$ cat src/rtl/neuron_pkg.sv
// Shared definitions for the neuron spike source and its downstream sink.
// No logic; types and constants only.
// Both sides of the 4-phase channel agree on these encodings.
package neuron_pkg;

    // Default width of the spike weight carried with each request.
    localparam int NEURON_DATA_W = 8;

    // Source-side handshake controller states.
    typedef logic [1:0] src_state_t;
    localparam src_state_t SRC_IDLE   = 2'd0;
    localparam src_state_t SRC_SETUP  = 2'd1;
    localparam src_state_t SRC_REQ_HI = 2'd2;
    localparam src_state_t SRC_REQ_LO = 2'd3;

    // 4-phase channel phases, encoded as {req, ack}.
    typedef logic [1:0] hs_phase_t;
    localparam hs_phase_t PH_IDLE    = 2'b00;  // channel at rest
    localparam hs_phase_t PH_REQ     = 2'b10;  // request raised, data valid
    localparam hs_phase_t PH_ACK     = 2'b11;  // receiver has latched data
    localparam hs_phase_t PH_RELEASE = 2'b01;  // request dropped, ack pending release

    // Current phase of a channel given its two wires.
    function automatic hs_phase_t hs_phase(input logic req, input logic ack);
        return {req, ack};
    endfunction

endpackage

$ cat src/rtl/sync_ff.sv
// Single-bit multi-flop synchronizer for an input asynchronous to clk.
// Latency: STAGES clk edges from a stable input to q.
// No backpressure; level signal only.
module sync_ff #(
    parameter int STAGES = 2
) (
    input  logic clk,
    input  logic rst,
    input  logic d,
    output logic q
);

    logic [STAGES-1:0] sync_q;
    logic [STAGES-1:0] sync_d;

    // Shift the raw input one stage deeper each cycle.
    always_comb begin
        sync_d = {sync_q[STAGES-2:0], d};
    end

    // Chain clears to 0 so a stale level is never assumed present.
    always_ff @(posedge clk or posedge rst) begin
        if (rst) begin
            sync_q <= '0;
        end else begin
            sync_q <= sync_d;
        end
    end

    assign q = sync_q[STAGES-1];

endmodule

$ cat src/rtl/neuron_spike_src.sv
// Buffers weighted spikes from a valid/ready port and issues them on a 4-phase bundled-data req/ack channel.
// Latency: push to pop 1 edge, pop to req rise SETUP_CYCLES edges; ack seen SYNC_STAGES edges after it rises.
// Backpressure: in_ready drops when the FIFO holds FIFO_DEPTH events; it is driven only by registered occupancy.
module neuron_spike_src
    import neuron_pkg::*;
#(
    parameter int DATA_W       = NEURON_DATA_W,
    parameter int FIFO_DEPTH   = 4,
    parameter int SYNC_STAGES  = 2,
    parameter int SETUP_CYCLES = 1,
    parameter int CNT_W        = 16
) (
    input  logic              clk,
    input  logic              rst,
    input  logic              in_valid,
    output logic              in_ready,
    input  logic [DATA_W-1:0] in_data,
    output logic              req_out,
    input  logic              ack_out,
    output logic [DATA_W-1:0] data_out,
    output logic              busy,
    output logic [CNT_W-1:0]  sent_count
);

    localparam int PTR_W = $clog2(FIFO_DEPTH);
    localparam int OCC_W = PTR_W + 1;
    localparam int SC_W  = $clog2(SETUP_CYCLES + 1);

    localparam logic [OCC_W-1:0] OCC_FULL = OCC_W'(FIFO_DEPTH);
    localparam logic [PTR_W-1:0] PTR_ONE  = PTR_W'(1);
    localparam logic [OCC_W-1:0] OCC_ONE  = OCC_W'(1);
    localparam logic [SC_W-1:0]  SC_LOAD  = SC_W'(SETUP_CYCLES);
    localparam logic [SC_W-1:0]  SC_ONE   = SC_W'(1);
    localparam logic [CNT_W-1:0] CNT_ONE  = CNT_W'(1);

    // ------------------------------------------------------------------
    // Event FIFO: storage, pointers that wrap naturally (depth is a power
    // of two) and an explicit occupancy count for full/empty.
    // ------------------------------------------------------------------
    logic [DATA_W-1:0] mem_q [FIFO_DEPTH];
    logic [DATA_W-1:0] mem_d [FIFO_DEPTH];
    logic [PTR_W-1:0]  wr_ptr_q, wr_ptr_d;
    logic [PTR_W-1:0]  rd_ptr_q, rd_ptr_d;
    logic [OCC_W-1:0]  occ_q, occ_d;

    logic              push;
    logic              pop;
    logic              fifo_empty;
    logic [DATA_W-1:0] head;

    assign in_ready   = (occ_q != OCC_FULL);
    assign push       = in_valid && in_ready;
    assign fifo_empty = (occ_q == '0);
    assign head       = mem_q[rd_ptr_q];

    // Next FIFO state; a simultaneous push and pop leaves occupancy unchanged.
    always_comb begin
        mem_d    = mem_q;
        wr_ptr_d = wr_ptr_q;
        rd_ptr_d = rd_ptr_q;
        occ_d    = occ_q;
        if (push) begin
            mem_d[wr_ptr_q] = in_data;
            wr_ptr_d        = wr_ptr_q + PTR_ONE;
        end
        if (pop) begin
            rd_ptr_d = rd_ptr_q + PTR_ONE;
        end
        case ({push, pop})
            2'b10:   occ_d = occ_q + OCC_ONE;
            2'b01:   occ_d = occ_q - OCC_ONE;
            default: occ_d = occ_q;
        endcase
    end

    // FIFO registers; reset leaves the queue empty.
    always_ff @(posedge clk or posedge rst) begin
        if (rst) begin
            mem_q    <= '{default: '0};
            wr_ptr_q <= '0;
            rd_ptr_q <= '0;
            occ_q    <= '0;
        end else begin
            mem_q    <= mem_d;
            wr_ptr_q <= wr_ptr_d;
            rd_ptr_q <= rd_ptr_d;
            occ_q    <= occ_d;
        end
    end

    // ------------------------------------------------------------------
    // Acknowledge synchronizer. The controller never looks at raw ack.
    // ------------------------------------------------------------------
    logic ack_sync;

    sync_ff #(
        .STAGES (SYNC_STAGES)
    ) u_ack_sync (
        .clk (clk),
        .rst (rst),
        .d   (ack_out),
        .q   (ack_sync)
    );

    // ------------------------------------------------------------------
    // 4-phase handshake controller.
    // data_out is only loaded on a pop, which happens only in IDLE or
    // REQ_LO with ack_sync low, so the bundle never moves under an
    // outstanding request or acknowledge.
    // ------------------------------------------------------------------
    src_state_t        state_q, state_d;
    logic [SC_W-1:0]   setup_cnt_q, setup_cnt_d;
    logic              req_q, req_d;
    logic [DATA_W-1:0] data_q, data_d;
    logic [CNT_W-1:0]  sent_q, sent_d;

    // Next controller state, counters and channel outputs.
    always_comb begin
        state_d     = state_q;
        setup_cnt_d = setup_cnt_q;
        req_d       = req_q;
        data_d      = data_q;
        sent_d      = sent_q;
        pop         = 1'b0;
        case (state_q)
            SRC_IDLE: begin
                // A stale ack left over from a reset holds us here.
                if (!fifo_empty && !ack_sync) begin
                    pop         = 1'b1;
                    data_d      = head;
                    setup_cnt_d = SC_LOAD;
                    state_d     = SRC_SETUP;
                end
            end
            SRC_SETUP: begin
                // Data has been on the bus for SETUP_CYCLES edges once the
                // counter reaches its last count.
                if (setup_cnt_q == SC_ONE) begin
                    setup_cnt_d = '0;
                    req_d       = 1'b1;
                    state_d     = SRC_REQ_HI;
                end else begin
                    setup_cnt_d = setup_cnt_q - SC_ONE;
                end
            end
            SRC_REQ_HI: begin
                if (ack_sync) begin
                    req_d   = 1'b0;
                    sent_d  = sent_q + CNT_ONE;
                    state_d = SRC_REQ_LO;
                end
            end
            SRC_REQ_LO: begin
                // Return-to-zero: wait for the neuron to drop ack, then
                // go straight into the next event if one is queued.
                if (!ack_sync) begin
                    if (!fifo_empty) begin
                        pop         = 1'b1;
                        data_d      = head;
                        setup_cnt_d = SC_LOAD;
                        state_d     = SRC_SETUP;
                    end else begin
                        state_d = SRC_IDLE;
                    end
                end
            end
            default: begin
                state_d = SRC_IDLE;
                req_d   = 1'b0;
            end
        endcase
    end

    // Controller registers; reset drops req immediately and clears the count.
    always_ff @(posedge clk or posedge rst) begin
        if (rst) begin
            state_q     <= SRC_IDLE;
            setup_cnt_q <= '0;
            req_q       <= 1'b0;
            data_q      <= '0;
            sent_q      <= '0;
        end else begin
            state_q     <= state_d;
            setup_cnt_q <= setup_cnt_d;
            req_q       <= req_d;
            data_q      <= data_d;
            sent_q      <= sent_d;
        end
    end

    assign req_out    = req_q;
    assign data_out   = data_q;
    assign sent_count = sent_q;
    assign busy       = (state_q != SRC_IDLE) || !fifo_empty;

endmodule
$ cat config.mk
export PLATFORM = sky130hd
export DESIGN_NAME = neuron_spike_src
export DESIGN_NICKNAME = d
export VERILOG_FILES = /design/src/rtl/neuron_pkg.sv /design/src/rtl/sync_ff.sv /design/src/rtl/neuron_spike_src.sv
export SDC_FILE = /design/constraint.sdc
export NUM_CORES = 1
export LEC_CHECK = 0
export BUFFER_PORTS_ARGS = -buffer_cell sky130_fd_sc_hd__buf_2
export CORE_UTILIZATION = 30
export CTS_CLUSTER_SIZE = 40
export DETAILED_ROUTE_END_ITERATION = 7
export GPL_TIMING_DRIVEN = 0
export PLACE_DENSITY = 0.55
export SKIP_LAST_GASP = 1
export SLEW_MARGIN = 0
export SYNTH_ARGS = -nofsm -noshare
export SYNTH_HDL_FRONTEND = slang
export SYNTH_SLANG_ARGS = --single-unit
$ cat constraint.sdc
create_clock -name clk -period 2.2 [get_ports clk]
set_input_delay 0.11 -clock clk [delete_from_list [all_inputs] [get_ports clk]]
set_output_delay 0.11 -clock clk [all_outputs]
set_load 0.03 [all_outputs]
==> impl_metrics.csv <==
group,metric,value,unit
layout,final_core_utilization,0.378,
sta,worst_clock_skew,0.0129,ns
placed_design,place_hpwl,3770,um
power,pwr-share-seq,0.406,
sta,period_needed,2.08,ns
worst_setup_path,critPathMaxFanout,4,
flow_run,timing.max_cap.violations,0,
layout,stdcell_count,418,
logic_synthesis,synthDistinctLibCells,31,
logic_synthesis,synth_compound_area_frac,0.0261,
cts,clock_tree.buffer_depth,2,
cts,tritoncts_clock_tree,"done",
worst_setup_path,critPathArrivalTime,2.35,ns
layout,storage_cell_area,1730,um^2
cts,clk_pin_slew,0.08,ns
placed_design,gp_congestion,0.726,
power,worst_ir_drop_vdd,0.384,mV
layout,layout-drive-gt1-share,0.449,
logic_synthesis,synth_top_family_by_area,"multiplexers",
logic_synthesis,postSynthNetCount,249,
logic_synthesis,yosysTopAreaCell,"dfrtp_1",
worst_setup_path,startpoint_class,"register",
placed_design,io_buffers,38,
logic_synthesis,synth-seq-area-share,0.555,
drt,finalWirelength,5640,um
global_routing,grt_usage,0.114,
logic_synthesis,synth_mux_area_frac,0.210,
floorplan,core-area,9910,um^2
floorplan,die_h,104,um
cts,number_of_clock_buffers_inserted_by_tritoncts,9,
sta,max_clk_rate,0.480,GHz
logic_synthesis,ys_warn_count,0,
worst_setup_path,endpoint_kind,"register",
logic_synthesis,parity_gate_share_of_the_synthesized_area_counting_xor_and_xnor_cells,0.0591,
logic_synthesis,number_of_synthesized_register_bits,69,
cts,clkSinkCount,69,
sta,timing.final.crit_share,0.947,
global_routing,number_of_global_route_vias_before_repair,1936,
logic_synthesis,synth_top_cell_area_share,0.555,
floorplan,io_pins,39,
global_routing,grt.overflow.total,0,
power,switchingPower,1840,uW
global_routing,antenna_violations_before_repair,0,
logic_synthesis,yosys.area_share.adder,0.0547,
hold_path,worst_hold_path_type,"in2reg",
drt,initialDrtViolationCount,32,
drt,detail-route-antenna-nets,0,
floorplan,initial_core_util,0.314,
cts,clock_tree.htree_level_count,3,
power,power.combinational.fraction,0.423,
power,report.power.total,5190,uW
layout,num-fill-cells,989,
sta,worst-slew-pin-transition,0.855,ns
logic_synthesis,asyncSetResetFlopFracSynth,1.00,
sta,slew-limit-headroom,0.430,
logic_synthesis,synth_simple_gate_area_frac,0.0752,
worst_setup_path,criticalPathCategory,"reg2reg",
layout,n_antenna_cell,0,
power,power.leakage,0.00170,uW
global_routing,grt_start_max_net_pins,70,
logic_synthesis,mappedNetlistArea,3110,um^2
logic_synthesis,synth_area_per_cell,13.9,um^2
drt,wl_per_cell,13.5,um
floorplan,die_w,104,um
sta,slew_viol_final,0,
layout,multi_input_comb_area,1370,um^2
status,run_status,"completed",
layout,final_net_count,306,
logic_synthesis,ys_top_cells_by_area,"dfrtp_1 (55%), mux2_2 (15%), mux4_2 (5.8%)",
sta,setup_viol_count_final,0,
drt,remaining_drc_errors,0,
sta,finalHoldViolCount,0,
cts,clock_tree.root_cell,"clkbuf_8",
global_routing,wire_length_of_the_first_global_routing_pass,9540,um
power,power.density,1390,nW/um^2
floorplan,dieArea,10800,um^2
logic_synthesis,synth_edf_count,0,
logic_synthesis,synth_top_flop_cell,"dfrtp_1",
drt,viasPerCell,4.48,
power,clock_power_share,0.171,
logic_synthesis,synth_cells,224,
power,p_sw_frac,0.353,
floorplan,rows,36,
cts,clk_latency,0.34,ns
worst_setup_path,worst-endpoint-required,2.46,ns
layout,area_delta_synth_final,20.3,%
placed_design,dpl.cell_count,395,
sta,rsz_0062_raised_after_global_routing,"true",
drt,vias,1872,
power,cell_internal_pwr,3360,uW
drt,drtPass1Iterations,4,
==> stage by stage <==
stage | hold slack, ns | cell area (um^2) | setup TNS (ns) | worst slack [ns]
floorplan | 0.141 | 3140 | 0 | 0.0175
global placement | 0.220 | 3500 | -39.01 | -0.567
detailed placement | 0.225 | 3500 | -0.136 | -0.136
CTS | 0.0361 | 3710 | 0 | 0.00503
global route | 0.0429 | 3740 | -0.0397 | -0.0397
finish | 0.0514 | 3740 | 0 | 0.117
==> layout make-up <==
class / count / area share
plain buffers: 3 / 0.00368
clock buffers: 11 / 0.0378
clock inverters: 4 / 0.00668
inverters: 13 / 0.0137
multi-input cells: 139 / 0.365
flip-flops and latches: 69 / 0.461
well taps: 133 / 0.0444
repair buffers: 46 / 0.0682
==> what timing repair did <==
| action | CTS | global route |
|---|---|---|
| hold buffers | 2 | 0 |
| pin swaps | 1 | 3 |
| setup endpoints to repair | 1 | 1 |
| gates resized for setup | 2 | 4 |
| buffers inserted | 3 | 3 |
| endpoints found under the hold margin | 70 | 0 |
==> power groups by stage <==
stage	Clock [uW]	Sequential [uW]	Combinational [uW]
after floorplan	0	2280	1500
after global placement	0	2110	2110
after detailed placement	0	2130	2150
after CTS	925	2110	2200
after global routing	981	2190	2430
final	886	2110	2200
==> routing by layer <==
metal | vias to the layer above | GRT usage | share of wire
li1 | 899 | - | -
met1 | 938 | 0.147 | 0.47
met2 | 26 | 0.181 | 0.48
met3 | 9 | 0.0214 | 0.029
met4 | 0 | 0.0612 | 0.019
met5 | - | 0 | 0
==> path summary, 6_finish.rpt <==
path | to | from | slack, ns | cells past startpoint
hold reg to reg | u_ack_sync.sync_q[1] | u_ack_sync.sync_q[0] | 0.36 | 0
setup / recovery | occ_q[2] | state_q[0] | 0.12 | 10
min in group asynchronous | u_ack_sync.sync_q[1] | rst | 0.48 | 3
hold / removal | mem_q[5] | in_data[5] | 0.05 | 2
max in group asynchronous | wr_ptr_q[0] | rst | 1.13 | 3
setup reg to reg | occ_q[2] | state_q[0] | 0.12 | 10
==> kinds of logic (layout without fill, tap and decap cells) <==
family	after synthesis	after routing
adder cells (fa/ha/maj)	13	13
AO/OA/AOI/OAI	11	11
XOR/XNOR	21	21
AND/OR/NAND/NOR	44	44
buffers and inverters	16	77
multiplexers	50	50
flip-flops	69	69
==> Yosys cell counts (all sizes together) (3+ instances only) <==
library cell and instances:
mux2 42, nand4 4, xnor2 12, o21ai 4, inv 13, mux4 8
nand3 6, dfrtp 69, nor2 10, nor3 3, nand2 13, xor2 9
ha 12
==> sequential cells by signal, summed over array words and instances (netlist names) <==
signal	cells
wr_ptr_q	2
req_out	1
mem_q	32
rd_ptr_q	2
state_q	2
u_ack_sync.sync_q	2
occ_q	3
setup_cnt_q	1
sent_count	16
data_out	8
==> worst max-delay path, cell delays in order (launching register included) <==
cell	delay, ns
dfrtp_1	0.43
inv_2	0.10
ha_4	0.15
nor2_2	0.06
nor4_4	0.23
ha_2	0.24
inv_1	0.05
fa_2	0.33
xor2_1	0.14
nor2_1	0.12
xor2_1	0.15
==> layout by cell type, fill, tap and decap left out, types with 2 or more instances in the layout <==
master	Yosys	layout
nand2_1	9	9
clkinv_2	0	2
nor3_2	1	2
inv_1	13	10
buf_4	0	6
nand2_2	4	4
a21oi_1	2	2
o21ai_0	4	4
ha_1	12	9
dlygate4sd3_1	0	2
clkbuf_8	0	10
inv_2	0	2
clkinvlp_4	0	2
dfrtp_1	69	69
nand3_1	6	6
nand4_1	4	4
mux2_2	42	42
and3_1	2	2
buf_2	2	40
mux4_2	8	8
clkbuf_1	1	2
nor2_1	10	9
xnor2_1	12	12
ha_2	0	2
xor2_1	9	9
(Power assumes the default switching activity.)
